`src/rtl/dmem_arbiter.sv`:
```
// Two-port arbiter in front of a single-ported data memory: IDLE grants, ACCESS drives memory, RESP returns data.
// Optional macro DMEM_ARB_RR_EN selects round-robin tie-breaking; otherwise m0 has fixed priority.
module dmem_arbiter #(
    parameter int DEPTH_WORDS = 64
) (
    input  logic        clk,
    input  logic        rst_n,
    input  logic        m0_req,
    input  logic        m0_we,
    input  logic [31:0] m0_addr,
    input  logic [31:0] m0_wdata,
    output logic        m0_gnt,
    output logic        m0_rvalid,
    output logic [31:0] m0_rdata,
    output logic        m0_err,
    input  logic        m1_req,
    input  logic        m1_we,
    input  logic [31:0] m1_addr,
    input  logic [31:0] m1_wdata,
    output logic        m1_gnt,
    output logic        m1_rvalid,
    output logic [31:0] m1_rdata,
    output logic        m1_err,
    output logic        mem_we,
    output logic [31:0] mem_a,
    output logic [31:0] mem_wd,
    input  logic [31:0] mem_rd,
    output logic [1:0]  dbg_state_o
);
    // Handshake: req is held until a one-cycle gnt; the matching rvalid pulse follows exactly two cycles later.
    typedef enum logic [1:0] {IDLE = 2'd0, ACCESS = 2'd1, RESP = 2'd2} state_e;

    localparam logic [31:0] DEPTH_L = 32'(DEPTH_WORDS);

    state_e      state_q, state_d;
    logic        cmd_we_q, cmd_port_q;
    logic [31:0] cmd_addr_q, cmd_wdata_q;
    logic [31:0] rdata_q;
    logic        err_q;
    logic        grant0, grant1, in_range, idle;

    assign idle     = rst_n && (state_q == IDLE);
    assign in_range = {2'b00, cmd_addr_q[31:2]} < DEPTH_L;

`ifdef DMEM_ARB_RR_EN
    logic last_q;  // 1: m1 was granted most recently, so m0 wins the next tie

    always_comb begin
        grant0 = 1'b0;
        grant1 = 1'b0;
        if (idle) begin
            if (m0_req && m1_req) begin
                grant0 = last_q;
                grant1 = !last_q;
            end else begin
                grant0 = m0_req;
                grant1 = m1_req;
            end
        end
    end

    always_ff @(posedge clk or negedge rst_n) begin
        if (!rst_n) begin
            last_q <= 1'b1;
        end else if (grant0 || grant1) begin
            last_q <= grant1;
        end
    end
`else
    always_comb begin
        grant0 = idle && m0_req;
        grant1 = idle && m1_req && !m0_req;
    end
`endif

    always_comb begin
        state_d = state_q;
        case (state_q)
            IDLE:    if (m0_req || m1_req) state_d = ACCESS;
            ACCESS:  state_d = RESP;
            RESP:    state_d = IDLE;
            default: state_d = IDLE;
        endcase
    end

    always_ff @(posedge clk or negedge rst_n) begin
        if (!rst_n) begin
            state_q     <= IDLE;
            cmd_we_q    <= 1'b0;
            cmd_port_q  <= 1'b0;
            cmd_addr_q  <= 32'd0;
            cmd_wdata_q <= 32'd0;
            rdata_q     <= 32'd0;
            err_q       <= 1'b0;
        end else begin
            state_q <= state_d;
            if (grant0 || grant1) begin
                cmd_port_q  <= grant1;
                cmd_we_q    <= grant1 ? m1_we    : m0_we;
                cmd_addr_q  <= grant1 ? m1_addr  : m0_addr;
                cmd_wdata_q <= grant1 ? m1_wdata : m0_wdata;
            end
            // Response is frozen at the end of ACCESS so RESP does not depend on mem_rd.
            if (state_q == ACCESS) begin
                err_q   <= !in_range;
                rdata_q <= (in_range && !cmd_we_q) ? mem_rd : 32'd0;
            end
        end
    end

    always_comb begin
        m0_gnt      = grant0;
        m1_gnt      = grant1;
        m0_rvalid   = rst_n && (state_q == RESP) && !cmd_port_q;
        m1_rvalid   = rst_n && (state_q == RESP) && cmd_port_q;
        m0_rdata    = m0_rvalid ? rdata_q : 32'd0;
        m1_rdata    = m1_rvalid ? rdata_q : 32'd0;
        m0_err      = m0_rvalid && err_q;
        m1_err      = m1_rvalid && err_q;
        mem_we      = rst_n && (state_q == ACCESS) && cmd_we_q && in_range;
        mem_a       = cmd_addr_q;
        mem_wd      = cmd_wdata_q;
        dbg_state_o = state_q;
    end

endmodule

```
`config.mk`:
```
export PLATFORM = sky130hd
export DESIGN_NAME = dmem_arbiter
export DESIGN_NICKNAME = d
export VERILOG_FILES = /design/src/rtl/dmem_arbiter.sv
export SDC_FILE = /design/constraint.sdc
export NUM_CORES = 1
export LEC_CHECK = 0
export ABC_AREA = 1
export BUFFER_PORTS_ARGS = -buffer_cell sky130_fd_sc_hd__buf_2
export CAP_MARGIN = 0
export CELL_PAD_IN_SITES_DETAIL_PLACEMENT = 1
export CELL_PAD_IN_SITES_GLOBAL_PLACEMENT = 2
export CORE_MARGIN = 1.5
export CORE_UTILIZATION = 24
export DETAILED_ROUTE_END_ITERATION = 16
export HOLD_SLACK_MARGIN = 0.06
export PLACE_DENSITY_LB_ADDON = 0.1
export SETUP_SLACK_MARGIN = 0.05
export SKIP_LAST_GASP = 1
export SLEW_MARGIN = 20
export SYNTH_ARGS = -nofsm -noshare
export SYNTH_HDL_FRONTEND = slang
export SYNTH_SLANG_ARGS = --single-unit
```
`constraint.sdc`:
```
create_clock -name clk -period 3.9 [get_ports clk]
set_clock_uncertainty 0.1 [all_clocks]
set_input_delay 0.195 -clock clk [delete_from_list [all_inputs] [get_ports clk]]
set_output_delay 0.195 -clock clk [all_outputs]
set_load 0.02 [all_outputs]
```
== Yosys cells after proc, flatten, opt, wreduce, memory -nomap -nowiden ==
Index checks and enable logic that the tools add are counted.

* Output and inout port bits: 137
* Register bits: 101
* Bits of input ports: 166

* Mux-type cells: 8
* Order comparisons: 1
* Equality and inequality tests: 3
* Reductions and logical operators: 20

{| class="wikitable"
|+ Operators by type and width
! cell !! number
|-
| $mux W32 || 5
|-
| $lt A30 B7 Y1 const B || 1
|-
| $logic_and A1 B1 Y1 || 13
|-
| $logic_not A1 Y1 || 4
|-
| $pmux W2 S2 || 1
|-
| $eq A2 B1 Y1 const B || 1
|-
| $eq A2 B2 Y1 const B || 1
|-
| $logic_not A2 Y1 || 1
|-
| $logic_or A1 B1 Y1 || 2
|-
| $mux W2 || 1
|-
| $ne A2 B1 Y1 const B || 1
|-
| $mux W1 || 1
|}

== Depth between registers and ports, before layout ==
Gate-level depths: netlist (run 1).

* Depth after elaboration: 5
* Depth in mapped cells: 10
* Gate-level depth less buffers: 8

== Worst setup path after synthesis (run 1) ==
Ideal clock, no wire load.

* Kind: reg2out
* Start point: register state_q[1], in the netlist dbg_state_o[1]
* End point: output mem_we
* Path buffers: 1
* Path slack: 2.115 ns
* Arrival: 1.490 ns
* Stages on the path, launching flop included: 9
* Required time: 3.605 ns
* Path through: dfrtp_1 > inv_2 > nand2_1 > inv_2 > nand3_2 > nor2_4 > buf_4 > nand2_1 > nor2_1

* Longest elaborated chain between the ends: 4

{| class="wikitable"
|+ RTL lines
! element !! line !! RTL
|-
| start: declaration || 35 || <nowiki>state_e state_q, state_d;</nowiki>
|-
| start signal: assignment || 96 || <nowiki>state_q <= state_d;</nowiki>
|-
| $eq A2 B1 Y1 || 120 || <nowiki>mem_we = rst_n && (state_q == ACCESS) && cmd_we_q && in_range;</nowiki>
|-
| $logic_and A1 B1 Y1 (3 in a row) || 120 ||
|-
| end: declaration || 24 || <nowiki>output logic mem_we,</nowiki>
|}

Every way passes these cells.

== Final worst setup path (run 1) ==
* Start point: input rst_n
* End point: register cmd_wdata_q[20], in the netlist mem_wd[20]

* Longest elaborated chain between the ends: 4
* Elaborated cells between the ends (all ways): 6

{| class="wikitable"
|+ RTL lines
! element !! line !! RTL
|-
| start: declaration || 7 || <nowiki>input logic rst_n,</nowiki>
|-
| $logic_and A1 B1 Y1 (*) || 42 || <nowiki>assign idle = rst_n && (state_q == IDLE);</nowiki>
|-
| $logic_and A1 B1 Y1 (2 in a row) || 72 || <nowiki>grant1 = idle && m1_req && !m0_req;</nowiki>
|-
| $mux W32 or $logic_or A1 B1 Y1 (tied branches) || 101, 97 ||
|-
| end signal: assignment || 101 || <nowiki>cmd_wdata_q <= grant1 ? m1_wdata : m0_wdata;</nowiki>
|-
| end: declaration || 37 || <nowiki>logic [31:0] cmd_addr_q, cmd_wdata_q;</nowiki>
|}

Every way passes the cells marked *; elsewhere a longest branch is shown, timed or not.
A chain may end at the register's enable or synchronous reset.

==> metrics.md, run 1 <==
| Metric | Value |
|---|---|
| Post-DP Area | 0.00761 sq mm |
| Top cells by area, synth | dfrtp_1 44%, nand2_1 22%, inv_1 14% |
| Outcome | finished, final reports clean |
| Mapped Cells | 918 |
| Antenna Nets Post-Route | 0 |
| Die height | 159 um |
| Final cell utilization of the core | 38.4% |
| Critical path required time | 4.09 ns |
| Post-DP HPWL | 15200 um |
| Critical path origin | rst_n |
| DRT Pass-1 Iters | 4 |
| Yosys reg bits | 101 |
| Clock Latency Late Sink | 0.35 ns |
| Warnings from Yosys | 0 |
| Post-CTS resize count | 0 |
| Fmax | 351 MHz |
| Root Buffer | clkbuf_16 |
| Number of global-route vias before repair | 7038 |
| Initial DRC count | 143 |
| Slew at the pin closest to its max-slew limit | 0.967 ns |
| Crit Path Max Fanout | 47 |
| DIE AREA | 0.0251 sq mm |
| Critical path's slowest cell | dlygate4sd3_1 |
| CTS max path bufs | 2 |
| HP Class | input port to flip-flop |
| Post-synth ARST share | 100% |
| Setup slack, reg-to-reg | 1.08 ns |
| DRC viols | 0 |
| Placed insts | 1505 |
| Crit-path cells | dlygate4sd3_1 -> buf_4 -> inv_2 -> nor2_2 -> nand2_2 -> buf_4 -> o21ai_1 -> nand2_1 -> dlygate4sd3_1 -> nand2_1 |
| Non-filler cells, final | 1638 |
| Critical path capture point type | flip-flop |
| Mapped Area | 0.00581 sq mm |
| Min Tclk post-route | 2.85 ns |
| Commonest register cell after synthesis | dfrtp_1 |
| H-tree Lvls | 3 |
| GRT overflow | 0 |
| Total routed wirelength | 22400 um |
| RSZ-0062 raised after global routing | no |
| Post-synth cell types | 18 |
| Worst-path clk slew | 0.07 ns |
| TNS Setup | 0 ns |
| Vias/cell | 4.11 |
| Largest net degree at the start of global routing | 67 |
| Critical path arrival | 3.05 ns |
| All-Layer GR Usage | 18.1% |
| Max-slew headroom | 35.3% |
| R2R Path Start | dbg_state_o[1] |
| CP Launch Type | input port |
| Post-route cell area | 0.00906 sq mm |
| HP Start | m0_addr[24] |
| Final nets | 1479 |
| Top cell type by total area after synthesis | dfrtp_1 |
| CTS tree | built |
| Final hold violation count | 0 |
| Leakage power | 0.00536 uW |
| Worst Setup Path Type | input port to flip-flop |
| Most instantiated library cell after synthesis | nand2_1 |
| Initial antenna violation count | 5 |
| Post CTS Setup Buffer Count | 0 |
| DR vias | 6733 |
| Max rail drop VDD | 0.210 mV |
| Initial Util | 24.6% |
| Max Cap Viol | 0 |
| Syn-to-layout area delta | 56.0% |
| Num rows | 56 |
| Total core area | 0.0236 sq mm |
| Mapped Avg Cell Area | 6.33 sq um |
| PwrDens | 510 mW/mm^2 |
| IO buf count | 302 |
| Final worst path period share | 73.1% |
| Post-synthesis sequential area ratio | 43.5% |
| Final slew viol count | 0 |
| Final Wtd Congestion | 0.721 |
| Io pins | 303 |
| Syn nets | 1084 |
| CTS buffer count | 9 |
| Setup violators final | 0 |
| Fraction of layout cells with a size suffix above 1 | 25.8% |
| Routed len/inst | 13.7 um |
| Count of clock tree sinks | 101 |
| Crit path largest cell delay | 0.58 ns |
| Chip Width | 159 um |
| Commonest cells in the netlist | 336 x nand2_1, 210 x inv_1, 111 x nor2_1, 101 x dfrtp_1, 48 x o21ai_1 |
| Hold_ws | 0.0701 ns |
| Area share of the largest cell type after synthesis | 43.5% |
| EDFF count, synth | 0 |
| First-pass GRT wire length | 35300 um |
## worst max-delay path: cells and delay by family
kind                   cells  cell delay (ns)
buffers and inverters      5             1.77
AND/OR/NAND/NOR            4             0.92
AO/OA/AOI/OAI              1             0.14
## worst paths after layout
check                             end  cells past startpoint
hold / removal              mem_a[24]                      5
min in group asynchronous   mem_a[16]                      3
max in group asynchronous  rdata_q[2]                      4
hold reg to reg            mem_wd[30]                      2
setup / recovery           mem_wd[20]                     10
setup reg to reg           mem_wd[20]                      9
## through the flow
step	setup slack, ns	total power [uW]
finish	1.05	4620
global route	0.743	5000
CTS	1.02	4710
detailed placement	1.56	3640
global placement	1.59	3620
floorplan	2.11	2830
## layer usage
| metal | GRT usage (%) | vias up | share of wire, % |
|---|---|---|---|
| met5 | 0 | - | 0.22 |
| met4 | 5.87 | 6 | 1.7 |
| li1 | - | 3407 | - |
| met2 | 33.8 | 178 | 50 |
| met1 | 20.6 | 3119 | 43 |
| met3 | 3.73 | 23 | 5.6 |
## logic make-up (layout without fill, tap and decap cells)
group | after synthesis | after routing | share of synthesized area [%]
DFF | 101 | 101 | 43.5
other | 0 | 2 | 0
and+or+nand+nor | 487 | 487 | 32.8
buffers and inverters | 262 | 661 | 17.8
AOI/OAI and AO/OA | 68 | 68 | 5.86
## repair_timing
item,4_1_cts,5_1_grt
endpoints found under the hold margin,143,0
hold buffers,116,0
setup endpoints to repair,0,0
## cells in the final DEF, fill, tap and decap left out, types with 2 or more instances in the layout
cell type | Yosys | routed
clkbuf_1 | 17 | 2
o21ai_1 | 48 | 47
dfrtp_1 | 101 | 101
nand2_1 | 336 | 335
inv_2 | 5 | 5
nand3_1 | 33 | 33
dlygate4sd3_1 | 0 | 116
nand4_1 | 2 | 2
nor2_1 | 111 | 111
diode_2 | 0 | 2
nand3_2 | 2 | 2
clkbuf_16 | 0 | 9
o21ai_0 | 19 | 19
buf_4 | 6 | 14
clkinvlp_4 | 0 | 2
inv_1 | 210 | 210
buf_2 | 23 | 301
## area by class of cell
cell class | instances | area [sq um]
Clock buffer | 11 | 233
Multi-Input combinational cell | 555 | 2260
Antenna cell | 2 | 5.00
Timing Repair Buffer | 431 | 2770
Fill cell | 3163 | 14600
Inverter | 215 | 807
Clock inverter | 4 | 50.0
Tap cell | 319 | 399
Sequential cell | 101 | 2530
## state kept, by name, indices dropped and copies added (netlist names)
register     flops
err_q            1
mem_a           32
dbg_state_o      2
cmd_we_q         1
cmd_port_q       1
mem_wd          32
rdata_q         32
## where the power goes
| part | total, uW | internal, uW | switching (uW) |
|---|---|---|---|
| registers | 1640 | 1400 | 244 |
| clock network | 909 | 495 | 414 |
| logic | 2060 | 714 | 1350 |
| total | 4620 | 2610 | 2010 |
(Power assumes the default switching activity.)
==> inputs of run 2 (changes only) <==
--- a/config.mk
+++ b/config.mk
@@ -11,7 +11,7 @@
 export CELL_PAD_IN_SITES_DETAIL_PLACEMENT = 1
 export CELL_PAD_IN_SITES_GLOBAL_PLACEMENT = 2
 export CORE_MARGIN = 1.5
-export CORE_UTILIZATION = 24
+export CORE_UTILIZATION = 22
 export DETAILED_ROUTE_END_ITERATION = 16
 export HOLD_SLACK_MARGIN = 0.06
 export PLACE_DENSITY_LB_ADDON = 0.1
==> constraint.sdc (replaced) <==
create_clock -name clk -period 2.7 [get_ports clk]
set_clock_uncertainty 0.1 [all_clocks]
set_input_delay 0.135 -clock clk [delete_from_list [all_inputs] [get_ports clk]]
set_output_delay 0.135 -clock clk [all_outputs]
set_load 0.02 [all_outputs]
==> run 2 against run 1 <==
  * Non-clock buffer count up 51
  * Combinational power up 52%
  * Largest cell class unchanged
  * Critical path depth unchanged
  * First-iteration DRC count up 78%
  * Register-to-register slack worse by 0.87 ns
  * Power up 47%
==> metrics.md, run 2 (synthesis gave the netlist of run 1 again) <==
| Metric | Value |
|---|---|
| Max-slew headroom | 41.9% |
| TNS Setup | 0 ns |
| Final hold violation count | 0 |
| Crit-path cells | dlygate4sd3_1 -> buf_4 -> inv_2 -> nor2_2 -> nand3_2 -> buf_4 -> o21ai_0 -> nand2_1 -> dlygate4sd3_1 -> nand2_1 |
| Final worst path period share | 94.5% |
| Routed len/inst | 13.9 um |
| Num rows | 59 |
| CTS tree | built |
| DRT Pass-1 Iters | 4 |
| Largest net degree at the start of global routing | 67 |
| IO buf count | 302 |
| CP bufs+invs | 5 |
| Critical path depth | 10 |
| Final Wtd Congestion | 0.707 |
| Count of clock tree sinks | 101 |
| Antenna Nets Post-Route | 0 |
| Final nets | 1530 |
| DIE AREA | 0.0274 sq mm |
| Critical path's top delay family | buffers and inverters |
| Overall power | 6780 uW |
| First-pass GRT wire length | 37400 um |
| Setup violators final | 0 |
| Setup slack, reg-to-reg | 0.21 ns |
| Crit Path Max Fanout | 66 |
| Outcome | finished, final reports clean |
| Initial DRC count | 254 |
| Syn-to-layout area delta | 65.8% |
| Max Cap Viol | 0 |
| Crit path largest cell delay | 0.57 ns |
| Max rail drop VDD | 0.286 mV |
| Commonest non-fill, non-tap cell in the layout | nand2_1 |
| CP Launch Type | input port |
| Commonest non-fill, non-tap cells in the layout | 335 x nand2_1, 301 x buf_2, 210 x inv_1 |
| H-tree Lvls | 3 |
| CTS max path bufs | 2 |
| Fin worst setup slack | 0.148 ns |
| Hold_ws | 0.115 ns |
| Dpl ws | 0.613 ns |
| Initial Util | 22.3% |
| RSZ-0062 raised after global routing | no |
| Post-route cell area | 0.00963 sq mm |
| Leakage power | 0.00560 uW |
| DRC viols | 0 |
| Post CTS Setup Buffer Count | 0 |
| Clock Latency Late Sink | 0.35 ns |
| Chip Width | 165 um |
| Post-DP Area | 0.00769 sq mm |
| CTS buffer count | 9 |
| Critical path required time | 2.84 ns |
| Hold_buf cts | 165 |
| Critical path capture point type | flip-flop |
| Fraction of layout cells with a size suffix above 1 | 25.0% |
| GRT overflow | 0 |
| Total routed wirelength | 23700 um |
| Final slew viol count | 0 |
| All-Layer GR Usage | 17.6% |
| DR vias | 6888 |
| Slew at the pin closest to its max-slew limit | 0.872 ns |
| Vias/cell | 4.04 |
| Fill cells | 3421 |
| Initial antenna violation count | 1 |
| Critical path's slowest cell | dlygate4sd3_1 |
| Die height | 165 um |
| Total core area | 0.0260 sq mm |
| R2R depth | 9 |
| Fmax | 392 MHz |
| R2R Path Start | dbg_state_o[1] |
| Min Tclk post-route | 2.55 ns |
| Io pins | 303 |
| PwrDens | 705 mW/mm^2 |
| Root Buffer | clkbuf_16 |
| HP Class | input port to asynchronous set/reset pin |
| Number of global-route vias before repair | 7247 |
| Worst-path clk slew | 0.07 ns |
| Post-DP HPWL | 15900 um |
| Critical path arrival | 2.70 ns |
| R2R Path End | mem_a[3] |
| Worst Setup Path Type | input port to flip-flop |
| Post-CTS resize count | 0 |
-- run 2: cell count changes in the layout (fill, tap and decap cells not counted) --
cell           change
buf_4              -2
dlygate4sd3_1     +49
diode_2            -1
buf_12             +4
-- run 2: final cells by class --
class / instances / area [sq um] / area share (%)
inverter: 215 / 807 / 8.38
multi-input combinational: 555 / 2260 / 23.5
clock buffer: 11 / 233 / 2.42
timing repair buffer: 482 / 3330 / 34.6
sequential: 101 / 2530 / 26.2
tap: 335 / 419 / 4.35
antenna: 1 / 2.50 / 0.0260
clock inverter: 4 / 50.0 / 0.520
-- run 2: worst register-to-register path, cell delays in order, from the launching register on --
cell	delay, ns
dfrtp_1	0.40
inv_2	0.05
nand2_1	0.10
nor2_2	0.08
nand3_2	0.07
buf_4	0.57
o21ai_0	0.31
nand2_1	0.12
dlygate4sd3_1	0.55
nand2_1	0.05
-- run 2: power breakdown --
part | switching (uW) | internal, uW | leakage [uW] | total, uW
Sequential | 329 | 2020 | 0.00128 | 2350
Clock | 591 | 714 | 0.000132 | 1310
Combinational | 2020 | 1110 | 0.00419 | 3130
Total | 2940 | 3850 | 0.00560 | 6780
-- run 2: worst max path at each step --
stage,from,endpoint
3_5_place_dp,dbg_state_o[1],m1_gnt
6_report,rst_n,mem_a[3]
2_1_floorplan,dbg_state_o[1],mem_we
5_1_grt,rst_n,m1_gnt
4_1_cts,rst_n,m1_gnt
3_3_place_gp,dbg_state_o[1],m1_gnt
-- run 2: stage by stage --
stage / utilization [%] / instances
2_1_floorplan: - / 918
3_5_place_dp: 29.6 / 1523
6_report: 37.1 / 1704
5_1_grt: 37.1 / 1704
3_3_place_gp: 29.6 / 1523
4_1_cts: 37.1 / 1703
-- run 2: routing by layer --
metal | vias to the layer above | wire (um) | track usage [%]
li1 | 3509 | - | -
met1 | 3168 | 10400 | 21.3
met2 | 185 | 11500 | 31.0
met3 | 26 | 1400 | 3.70
met4 | 0 | 437 | 5.68
met5 | - | 0 | 0
==> inputs of run 3 (changes only) <==
--- a/config.mk
+++ b/config.mk
@@ -13,6 +13,7 @@
 export CORE_MARGIN = 1.5
 export CORE_UTILIZATION = 22
 export DETAILED_ROUTE_END_ITERATION = 16
+export GPL_TIMING_DRIVEN = 0
 export HOLD_SLACK_MARGIN = 0.06
 export PLACE_DENSITY_LB_ADDON = 0.1
 export SETUP_SLACK_MARGIN = 0.05
==> run 3 against run 2 <==
  * Sequential power hardly changed
  * Sequential share of layout area is 0.46 points lower
  * Hold slack better by 0.11 ns
  * Count of clock-buffer cells in the layout is 1 lower
  * Critical path type unchanged
  * Highest routed layer is now met5
==> metrics.md, run 3 (synthesis gave the netlist of run 1 again) <==
| Metric | Value |
|---|---|
| Final nets | 1566 |
| Io pins | 303 |
| GRT met2 Usage | 31.5% |
| Most common cell on crit path | nand2_1 |
| Slew at the pin closest to its max-slew limit | 0.599 ns |
| Min Tclk post-route | 2.47 ns |
| Critical path capture point type | flip-flop |
| Fraction of layout cells with a size suffix above 1 | 25.7% |
| Leakage power | 0.00560 uW |
| CTS buffer count | 9 |
| IO buf count | 302 |
| Fin worst setup slack | 0.230 ns |
| Post-CTS resize count | 0 |
| First-pass GRT wire length | 37200 um |
| Routed len/inst | 13.6 um |
| Die height | 165 um |
| All-Layer GR Usage | 17.5% |
| Initial Util | 22.3% |
| Largest net degree at the start of global routing | 58 |
| Final slew viol count | 0 |
| DIE AREA | 0.0274 sq mm |
| Worst-path clk slew | 0.08 ns |
| Critical path's slowest cell | dlygate4sd3_1 |
| Final hold violation count | 0 |
| Final worst path period share | 91.5% |
| Commonest non-fill, non-tap cells in the layout | 336 x nand2_1, 324 x buf_2, 210 x inv_1 |
| Count of clock tree sinks | 101 |
| Critical path arrival | 2.61 ns |
| Fill cells | 3452 |
| Setup violators final | 0 |
| Met3 usage | 4.40% |
| Root Buffer | clkbuf_16 |
| Layer carrying the most global-route usage | met2 |
| Critical path required time | 2.84 ns |
| Max-slew headroom | 59.8% |
| Crit path largest cell delay | 0.55 ns |
| CTS max path bufs | 2 |
| Clock Latency Late Sink | 0.35 ns |
| Crit Path Max Fanout | 15 |
| Chip Width | 165 um |
| DRT Pass-1 Iters | 4 |
| Crit-path cells | dlygate4sd3_1 -> buf_6 -> buf_16 -> inv_2 -> nor2_2 -> nand3_2 -> inv_2 -> buf_4 -> buf_4 -> nand2_1 -> nand2_1 -> dlygate4sd3_1 -> nand2_1 |
| DR vias | 6938 |
| Worst Setup Path Type | input port to flip-flop |
| Initial DRC count | 282 |
| Dpl ws | 0.335 ns |
| Final cell utilization of the core | 37.7% |
| PwrDens | 711 mW/mm^2 |
| Met1 global-route usage | 20.7% |
| Total core area | 0.0260 sq mm |
| Number of global-route vias before repair | 7246 |
| CP Launch Type | input port |
| GRT overflow | 0 |
| DRC viols | 0 |
| Vias/cell | 3.99 |
| Syn-to-layout area delta | 68.8% |
| Post-DP HPWL | 17000 um |
| HP Class | input port to flip-flop |
| Hold_ws | 0.222 ns |
| Fmax | 405 MHz |
| Antenna Nets Post-Route | 0 |
| Max Cap Viol | 0 |
| Outcome | finished, final reports clean |
| H-tree Lvls | 3 |
| Max rail drop VDD | 0.324 mV |
| RSZ-0062 raised after global routing | no |
| CTS tree | built |
| Commonest non-fill, non-tap cell in the layout | nand2_1 |
| Initial antenna violation count | 3 |
| Final Wtd Congestion | 0.753 |
| Total routed wirelength | 23600 um |
| Num rows | 59 |
run 3: cell count changes in the layout (fill, tap and decap cells not counted), moves of 2 or more:
cell	before	now
inv_6	0	3
buf_2	301	324
clkbuf_1	2	18
buf_16	0	2
clkbuf_16	9	11
buf_4	12	6
buf_12	4	0
run 3: layout make-up:
| type | instances | area (sq um) | area share, % |
|---|---|---|---|
| buffer | 47 | 229 | 2.34 |
| tap | 335 | 419 | 4.28 |
| sequential | 101 | 2530 | 25.8 |
| clock buffer | 10 | 229 | 2.34 |
| clock inverter | 6 | 68.8 | 0.702 |
| timing repair buffer | 471 | 3270 | 33.4 |
| antenna | 1 | 2.50 | 0.0255 |
| multi-input combinational | 555 | 2240 | 22.9 |
| inverter | 215 | 807 | 8.23 |
run 3: stage by stage:
stage,area (sq um),power [uW],setup TNS (ns),instances
final,9800,6970,0,1741
after global routing,9800,7550,0,1741
after CTS,9750,7100,0,1738
after detailed placement,7770,5320,0,1556
after global placement,7740,5300,-161.77,1555
after floorplan,5810,4080,0,918
run 3: worst paths after layout:
path | slack [ns] | from | endpoint | cells after the start
hold reg to reg | 0.38 | mem_a[6] | mem_a[6] | 2
min in group asynchronous | 0.26 | rst_n | rdata_q[26] | 3
setup reg to reg | 0.42 | dbg_state_o[1] | mem_a[27] | 11
setup / recovery | 0.23 | rst_n | mem_a[27] | 13
max in group asynchronous | 1.94 | rst_n | mem_a[3] | 3
hold / removal | 0.22 | m0_req | mem_wd[28] | 5
run 3: per-layer routing:
metal  share of wire, %  up-vias  wire [um]
met5              0.097        -         23
met4               0.91        4        216
met3                6.4       14       1510
met2                 50      174      11800
met1                 43     3150      10100
li1                   -     3596          -
run 3: repair_timing:
item / 4_1_cts / 5_1_grt
buffers inserted: 0 / 0
hold buffers: 166 / 0
hold endpoints to repair: 146 / 0
endpoints found under the setup margin: 0 / 56
run 3: worst max-delay path: cells and delay by family:
family        cells  cell delay (ns)
buf+inv           8             1.98
simple gates      5             0.48
run 3: report_power, final:
group / total (uW) / switching, uW / leakage (uW) / internal (uW)
Combinational: 3260 / 2050 / 0.00418 / 1220
Clock: 1370 / 636 / 0.000144 / 730
Sequential: 2340 / 318 / 0.00128 / 2020
Total: 6970 / 3000 / 0.00560 / 3970
